--- config.mk ---
export PLATFORM = sky130hd
export DESIGN_NAME = imem_fetch_ctrl
export DESIGN_NICKNAME = d
export VERILOG_FILES = /design/src/rtl/imem_fetch_ctrl.sv
export SDC_FILE = /design/constraint.sdc
export NUM_CORES = 1
export LEC_CHECK = 0
export BUFFER_PORTS_ARGS = -buffer_cell sky130_fd_sc_hd__buf_2
export CELL_PAD_IN_SITES_DETAIL_PLACEMENT = 1
export CELL_PAD_IN_SITES_GLOBAL_PLACEMENT = 1
export CORE_UTILIZATION = 39
export DETAILED_ROUTE_END_ITERATION = 6
export PLACE_DENSITY_LB_ADDON = 0.1
export REMOVE_ABC_BUFFERS = 1
export SLEW_MARGIN = 20
export SYNTH_ARGS = -nofsm -noshare
export SYNTH_HDL_FRONTEND = slang
export SYNTH_SLANG_ARGS = --single-unit
--- constraint.sdc ---
create_clock -name i_clk -period 6.25 [get_ports i_clk]
set_clock_uncertainty 0.15 [all_clocks]
set_input_delay 0.3125 -clock i_clk [delete_from_list [all_inputs] [get_ports i_clk]]
set_output_delay 0.3125 -clock i_clk [all_outputs]
set_load 0.03 [all_outputs]
--- src/rtl/imem_fetch_ctrl.sv ---
// Instruction-fetch sequencer: owns the PC, reads the combinational instruction
// memory and queues {pc, instruction} pairs for decode behind a small FIFO.
module imem_fetch_ctrl #(
    parameter int          ADDR_W    = 5,
    parameter int          MEM_WORDS = 32,
    parameter logic [31:0] RESET_PC  = 32'h0000_0000,
    parameter int          DEPTH     = 2
) (
    input  logic              i_clk,
    input  logic              i_rst,
    output logic [ADDR_W-1:0] o_imem_addr,
    input  logic [31:0]       i_imem_dout,
    input  logic              i_redirect_valid,
    input  logic [31:0]       i_redirect_pc,
    output logic              o_inst_valid,
    input  logic              i_inst_ready,
    output logic [31:0]       o_inst_out,
    output logic [31:0]       o_inst_pc,
    output logic              o_fetch_fault,
    output logic [31:0]       o_fault_pc
);

    localparam int                PTR_W    = $clog2(DEPTH);
    localparam int                CNT_W    = PTR_W + 1;
    localparam logic [CNT_W-1:0]  DEPTH_C  = CNT_W'(DEPTH);
    localparam logic [31:0]       PC_LIMIT = 32'(MEM_WORDS * 4);

    logic [31:0]      r_pc;
    logic [PTR_W-1:0] r_head;
    logic [PTR_W-1:0] r_tail;
    logic [CNT_W-1:0] r_count;
    logic             r_fault;
    logic [31:0]      r_fault_pc;
    logic [31:0]      r_buf_pc   [DEPTH];
    logic [31:0]      r_buf_inst [DEPTH];

    logic w_pop;
    logic w_bad;
    logic w_can_push;
    logic w_fetch;
    logic w_push;

    always_comb begin
        w_pop      = (r_count != '0) & i_inst_ready;
        w_bad      = (r_pc[1:0] != 2'b00) | (r_pc >= PC_LIMIT);
        w_can_push = (r_count < DEPTH_C) | w_pop;
        w_fetch    = ~i_redirect_valid & ~r_fault & ~w_bad & w_can_push;
        w_push     = w_fetch & ~i_rst;
    end

    always_ff @(posedge i_clk) begin
        if (i_rst) begin
            r_pc       <= RESET_PC;
            r_head     <= '0;
            r_tail     <= '0;
            r_count    <= '0;
            r_fault    <= 1'b0;
            r_fault_pc <= 32'h0;
        end else if (i_redirect_valid) begin
            // A head popped this cycle is consumed by decode; everything else is dropped.
            r_pc    <= i_redirect_pc;
            r_head  <= '0;
            r_tail  <= '0;
            r_count <= '0;
            r_fault <= 1'b0;
        end else begin
            if (w_fetch) begin
                r_tail <= r_tail + PTR_W'(1);
                r_pc   <= r_pc + 32'd4;
            end
            if (w_pop) begin
                r_head <= r_head + PTR_W'(1);
            end
            case ({w_fetch, w_pop})
                2'b10:   r_count <= r_count + CNT_W'(1);
                2'b01:   r_count <= r_count - CNT_W'(1);
                default: r_count <= r_count;
            endcase
            if (~r_fault & w_bad) begin
                r_fault    <= 1'b1;
                r_fault_pc <= r_pc;
            end
        end
    end

    // Storage carries no reset; validity is tracked by r_count alone.
    always_ff @(posedge i_clk) begin
        if (w_push) begin
            r_buf_pc[r_tail]   <= r_pc;
            r_buf_inst[r_tail] <= i_imem_dout;
        end
    end

    assign o_imem_addr   = r_pc[ADDR_W+1:2];
    assign o_inst_valid  = (r_count != '0);
    assign o_inst_out    = r_buf_inst[r_head];
    assign o_inst_pc     = r_buf_pc[r_head];
    assign o_fetch_fault = r_fault;
    assign o_fault_pc    = r_fault_pc;

endmodule

**Word-level counts from Yosys, hierarchy flattened**

Memories as Yosys holds them, arrays and structs flattened. A register that Yosys moved wholly into a read port is not among the register bits.
Cells that the tools add are included.

- Register bits after elaboration: 69
- Bits in writable memories: 128
- Input port bits: 68
- Output and inout port bits: 103
- Logic and storage cells: 44
- Memories: 2

Memories:

| memory | words | bits a word | rd ports | clocked after Yosys merged registers in | wr ports | line | source |
|---|---|---|---|---|---|---|---|
| r_buf_inst | 2 | 32 | 1 | 1 | 1 | 35 | `logic [31:0] r_buf_inst [DEPTH];` |
| r_buf_pc | 2 | 32 | 1 | 1 | 1 | 34 | `logic [31:0] r_buf_pc [DEPTH];` |

- Add/sub/neg operators: 5
- $lt $le $gt $ge: 2
- Equal/unequal tests: 2
- Muxes and demuxes: 9
- Bitwise logic cells: 12
- Reductions and logical operators: 6

Operators by type and width:

| operator | number |
|---|---|
| $mux W32 | 2 |
| $add A32 B3 Y32 const B | 1 |
| $ge A32 B8 Y1 const B | 1 |
| $reduce_bool A2 Y1 | 4 |
| $and A1 B1 Y1 | 6 |
| $mux W1 | 6 |
| $not A1 Y1 | 4 |
| $pmux W2 S2 | 1 |
| $add A1 B1 Y1 const B | 2 |
| $add A2 B1 Y2 const B | 1 |
| $eq A2 B1 Y1 const B | 1 |
| $eq A2 B2 Y1 const B | 1 |
| $lt A2 B2 Y1 const B | 1 |
| $or A1 B1 Y1 | 2 |
| $reduce_and A2 Y1 | 1 |
| $reduce_or A2 Y1 | 1 |
| $sub A2 B1 Y2 const B | 1 |

**Longest topological paths before layout**

- Depth after elaboration: 8
- Mapped depth: 10
- Gate-level depth less buffers: 9

**Least setup slack after synthesis**

Ideal clock, no wire load.

- Kind: reg2reg
- Start point: register r_fault (netlist: o_fetch_fault)
- End point: memory r_buf_inst[1][0] (enable)
- Library setup time: 0.578 ns
- Data arrival time: 6.040 ns
- Required time: 5.522 ns
- Slack: -0.519 ns
- Stages on the path, launching flop included: 7
- Path buffers: 1
- Cells stage by stage: dfxtp_1 nor2_1 o21ai_0 nor3_4 buf_6 inv_2 nor3b_1

- Word-level cells in the longest chain between the ends: 7

RTL lines:

| what | line | source |
|---|---|---|
| start: declaration | 32 | `logic r_fault;` |
| start signal: assignment | 57 | `r_fault <= 1'b0;` |
| start signal: assignment | 65 | `r_fault <= 1'b0;` |
| start signal: assignment | 80 | `r_fault <= 1'b1;` |
| $not A1 Y1 | 47 | `w_fetch = ~i_redirect_valid & ~r_fault & ~w_bad & w_can_push;` |
| $and A1 B1 Y1 (3 in a row) | 47 |  |
| $and A1 B1 Y1 | 48 | `w_push = w_fetch & ~i_rst;` |
| $mux W1 | 88 | `if (w_push) begin` |
| $mux W1 (not written as such) | 90 | `r_buf_inst[r_tail] <= i_imem_dout;` |
| end: declaration | 35 |  |

Every way passes these cells.

**Worst setup path in the final report**

- Start point: register r_pc[27]
- End point: memory r_buf_inst[1][0] (enable)

- Word-level cells in the longest chain between the ends: 8

RTL lines:

| what | line | source |
|---|---|---|
| start: declaration | 28 | `logic [31:0] r_pc;` |
| start signal: assignment | 61 | `r_pc <= i_redirect_pc;` |
| start signal: assignment | 69 | `r_pc <= r_pc + 32'd4;` |
| $ge A32 B8 Y1 | 45 | `w_bad = (r_pc[1:0] != 2'b00) \| (r_pc >= PC_LIMIT);` |
| $or A1 B1 Y1 | 45 |  |
| $not A1 Y1 | 47 |  |
| $and A1 B1 Y1 (2 in a row) | 47 |  |
| $and A1 B1 Y1 | 48 |  |
| $mux W1 | 88 |  |
| $mux W1 (not written as such) | 90 |  |

Every way passes these cells.

==> impl.org <==
** STA
- For the pin with the worst max-slew slack, the measured transition is 0.923 ns.
- Worst slew margin relative to its limit :: 38.5%
- Maximum achievable frequency :: 326 MHz
- Worst hold slack :: 0.00445 ns
- Setup repair after global routing missed its margin :: false
- The number of hold-slack violations in the final timing report came to 0.
- Post-layout minimum cycle time :: 3.07 ns
- The final count of pins violating max slew is 0.
- Of the available clock period, the critical path in the final layout requires 49.1%.
- Final setup TNS :: 0 ns
- Endpoints failing setup :: 0

** Floorplan
- Area inside the core boundary :: 18300 um2
- From bottom edge to top edge, the die measures 140 um.
- For this configuration, the core starts out at a cell density of 40.4%.
- The die is 140 um wide.
- The die covers 19500 um2.
- The floorplan has 49 rows.
- 171 I/O pins were placed.

** Placement
- Port Buffers :: 170
- DP Area :: 8430 um2
- Routability-driven placement finished with a final weighted congestion of 0.727.
- Once detailed placement completed, the half-perimeter wirelength came to 10.7 mm.
- Including well taps, the total number of placed cells is 852.

** Hold path
- Class of the worst hold path :: input pin to flip-flop
- The worst hold path begins at i_redirect_pc[19].

** Finish
- Final net count :: 765
- Fraction of final layout cells sized beyond drive strength 1 :: 40.3%
- 0 antenna diodes ended up in the layout.
- From synthesis to final layout, the design area changed by 29.3%.
- The finished cells cover 9540 um2.
- Filler-free cell count of the finished design :: 936
- The library cell used most frequently in the layout, excluding fill and tap cells, is sky130_fd_sc_hd__buf_2.
- Filler cells :: 1834
- In the layout the commonest cells are sky130_fd_sc_hd__buf_2 (170), sky130_fd_sc_hd__edfxtp_1 (128), sky130_fd_sc_hd__dfxtp_1 (69), sky130_fd_sc_hd__mux2_2 (64), sky130_fd_sc_hd__nor2_1 (60).

** Setup path
- In this run the worst path has a maximum fanout of 42.
- The critical path contains buffers and inverters numbering 2 combined.
- Worst endpoint required time :: 6.16 ns
- Crit path max-delay family :: simple AND/OR/NAND/NOR gates
- Critical path origin :: r_pc[27]$_SDFFE_PP0P_
- Biggest cell delay along the critical path :: 0.60 ns
- The largest individual stage delay along the critical path comes from the cell sky130_fd_sc_hd__nor3_4.
- The critical path is of the flip-flop to flip-flop type.
- CP arrival :: 2.98 ns
- The worst register-to-register path begins at r_pc[27]$_SDFFE_PP0P_.
- Critical path startpoint category :: flip-flop
- STA classifies the critical path endpoint as a flip-flop.
- Crit path cell chain :: nor4_2 > nand4_2 > nor3_4 > inv_2 > nor3b_2 > buf_4

** CTS
- The clock passes through at most 2 buffers.
- CTS HTree Levels :: 4
- Number of instances resized during post-cts repair :: 0
- After clock tree synthesis, the clock-pin slew on the worst setup and hold paths is 0.07 ns.
- Num Clock Sinks :: 198
- TritonCTS built the clock tree.
- Counting the buffers created by CTS gives 17.
- The later pin in the worst-skew pair is clocked with a latency of 0.42 ns.
- Clock root buffer master :: sky130_fd_sc_hd__clkbuf_16

** Global route
- In the global route stage, met1 resource usage came out at 21.6%.
- Via count of the first global-routing pass :: 4806
- Total gr overflow :: 0
- For this run, the total global-route usage over all layers was measured as 17.5%.
- Global routing used 30.2% of the available met2 tracks.
- Global routing used 4.20% of the available met3 tracks.
- After global routing, the most crowded layer is met2.
- Largest net degree at the start of global routing :: 65
- Number of antenna violations at the first check in global routing :: 0
- The first global-routing pass estimated 25.7 mm of wire.

** Logic synthesis
- In the synthesized netlist the async set-or-reset flop fraction comes to 0%.
- Register bit count reported by yosys :: 198
- Yosys warns :: 0
- Yosys mapped the design onto 37 distinct sky130hd cell types.
- After synthesis, flip-flops and latches occupy 71.1% of the total area.
- The most used flip-flop cell after synthesis is sky130_fd_sc_hd__edfxtp_1.
- Counting flops with a built-in enable in the synthesized netlist gives 128.
- The cell area that synthesis handed to floorplanning was 7380 um2.
- Cells after synthesis :: 474
- Dividing the synthesized area by the synthesized cell count gives 15.6 um2.

** Route
- Number of vias per cell :: 4.85
- Via count :: 4537
- For this run, the detailed router's first-pass iteration total came to 4.
- Routed Wire Length :: 16.5 mm
- The first routing iteration left 193 violations.
- Once detail routing completed, the nets flagged for antenna violations numbered 0.
- In the final routed layout, each cell accounts on average for 17.6 um.
- In the routed design, unresolved DRC markers number 0.

** Power and ir drop
- Summed over all cells, the static leakage comes to 3.79 nW.
- In this run the power density over the cells is 279 nW/um2.
- Total power for the finished layout comes to 2.66 mW.
- Peak VDD IR :: 0.206 mV

** Flow run
- Count of max-cap constraint violations :: 0

** Outcome
- The run finished with clean final reports.
-- Yosys cell counts, types with 2 or more instances --
cell | count | share of area, %
sky130_fd_sc_hd__nor4_1 | 2 | 0.17
sky130_fd_sc_hd__ha_1 | 3 | 0.51
sky130_fd_sc_hd__nand4_1 | 2 | 0.17
sky130_fd_sc_hd__clkbuf_1 | 15 | 0.76
sky130_fd_sc_hd__mux2_2 | 64 | 9.8
sky130_fd_sc_hd__xnor2_1 | 4 | 0.47
sky130_fd_sc_hd__inv_1 | 6 | 0.31
sky130_fd_sc_hd__mux2i_1 | 57 | 7.7
sky130_fd_sc_hd__edfxtp_1 | 128 | 52
sky130_fd_sc_hd__buf_4 | 5 | 0.51
sky130_fd_sc_hd__nor2_1 | 60 | 3.1
sky130_fd_sc_hd__o21ai_0 | 2 | 0.14
sky130_fd_sc_hd__buf_6 | 4 | 0.61
sky130_fd_sc_hd__a32oi_1 | 2 | 0.24
sky130_fd_sc_hd__nor4_2 | 4 | 0.68
sky130_fd_sc_hd__nand2_1 | 8 | 0.41
sky130_fd_sc_hd__a21oi_1 | 5 | 0.34
sky130_fd_sc_hd__nand3b_1 | 2 | 0.20
sky130_fd_sc_hd__buf_2 | 3 | 0.20
sky130_fd_sc_hd__a31oi_1 | 2 | 0.17
sky130_fd_sc_hd__dfxtp_1 | 70 | 19
sky130_fd_sc_hd__nor3_1 | 10 | 0.68
sky130_fd_sc_hd__nand3_1 | 2 | 0.14
-- per-stage QoR --
step / setup WS (ns) / util (%)
2_1_floorplan: -0.565 / -
4_1_cts: 3.13 / 52.2
5_1_grt: 2.97 / 52.2
3_3_place_gp: 2.96 / 46.2
3_5_place_dp: 2.82 / 46.2
6_report: 3.18 / 52.2
-- final timing paths --
check	end	depth (start not counted)	slack [ns]
min	r_pc[19]$_SDFFE_PP0P_	3	0.004
max reg2reg	r_buf_inst[1][0]$_DFFE_PP_	6	3.18
max	r_buf_inst[1][0]$_DFFE_PP_	6	3.18
min reg2reg	o_fault_pc[12]$_SDFFE_PP0P_	2	0.31
-- sequential cells by signal, summed over array words and instances (netlist names), named ones only --
signal and count:
r_count 2, o_fault_pc 32, r_buf_inst 64, o_fetch_fault 1, r_pc 32, r_tail 1, r_buf_pc 64, r_head 1
-- layout make-up --
| class | count | area, um2 | area share, % |
|---|---|---|---|
| clock inverters | 8 | 71.3 | 0.748 |
| inverters | 7 | 26.3 | 0.275 |
| multi-input cells | 241 | 1970 | 20.6 |
| repair buffers | 229 | 1420 | 14.9 |
| well taps | 229 | 287 | 3.00 |
| flip-flops and latches | 198 | 5250 | 55.0 |
| clock buffers | 24 | 514 | 5.39 |
-- tightest hold or removal path: cells and delay by family --
family / cells / cell delay [ns]
buffers and inverters: 1 / 0.08
muxes: 1 / 0.06
and+or+nand+nor: 1 / 0.08
-- per-layer routing --
| layer | routed length [um] | part of all wire (%) |
|---|---|---|
| met2 | 8250 | 50 |
| met3 | 754 | 4.6 |
| met5 | 0 | 0 |
| met4 | 171 | 1.0 |
| met1 | 7290 | 44 |
-- logic make-up after synthesis --
group | after synthesis | share of synthesized area, %
flip-flops | 198 | 71.1
buffers and inverters | 35 | 2.49
multiplexers | 121 | 17.5
XOR/XNOR | 5 | 0.593
AO/OA/AOI/OAI | 14 | 1.31
AND/OR/NAND/NOR | 98 | 6.54
adder cells (fa/ha/maj) | 3 | 0.509
-- repair_timing --
item | 4_1_cts | 5_1_grt
setup buffers | 0 | 0
endpoints found under the hold margin | 84 | 0
hold buffers | 52 | 0
-- power by group --
| part | switching (mW) | internal, mW | leakage, nW |
|---|---|---|---|
| sequential | 0.0227 | 1.41 | 1.73 |
| clock | 0.456 | 0.617 | 0.290 |
| combinational | 0.0836 | 0.0729 | 1.78 |
| total | 0.562 | 2.10 | 3.79 |
(Power assumes the default switching activity.)
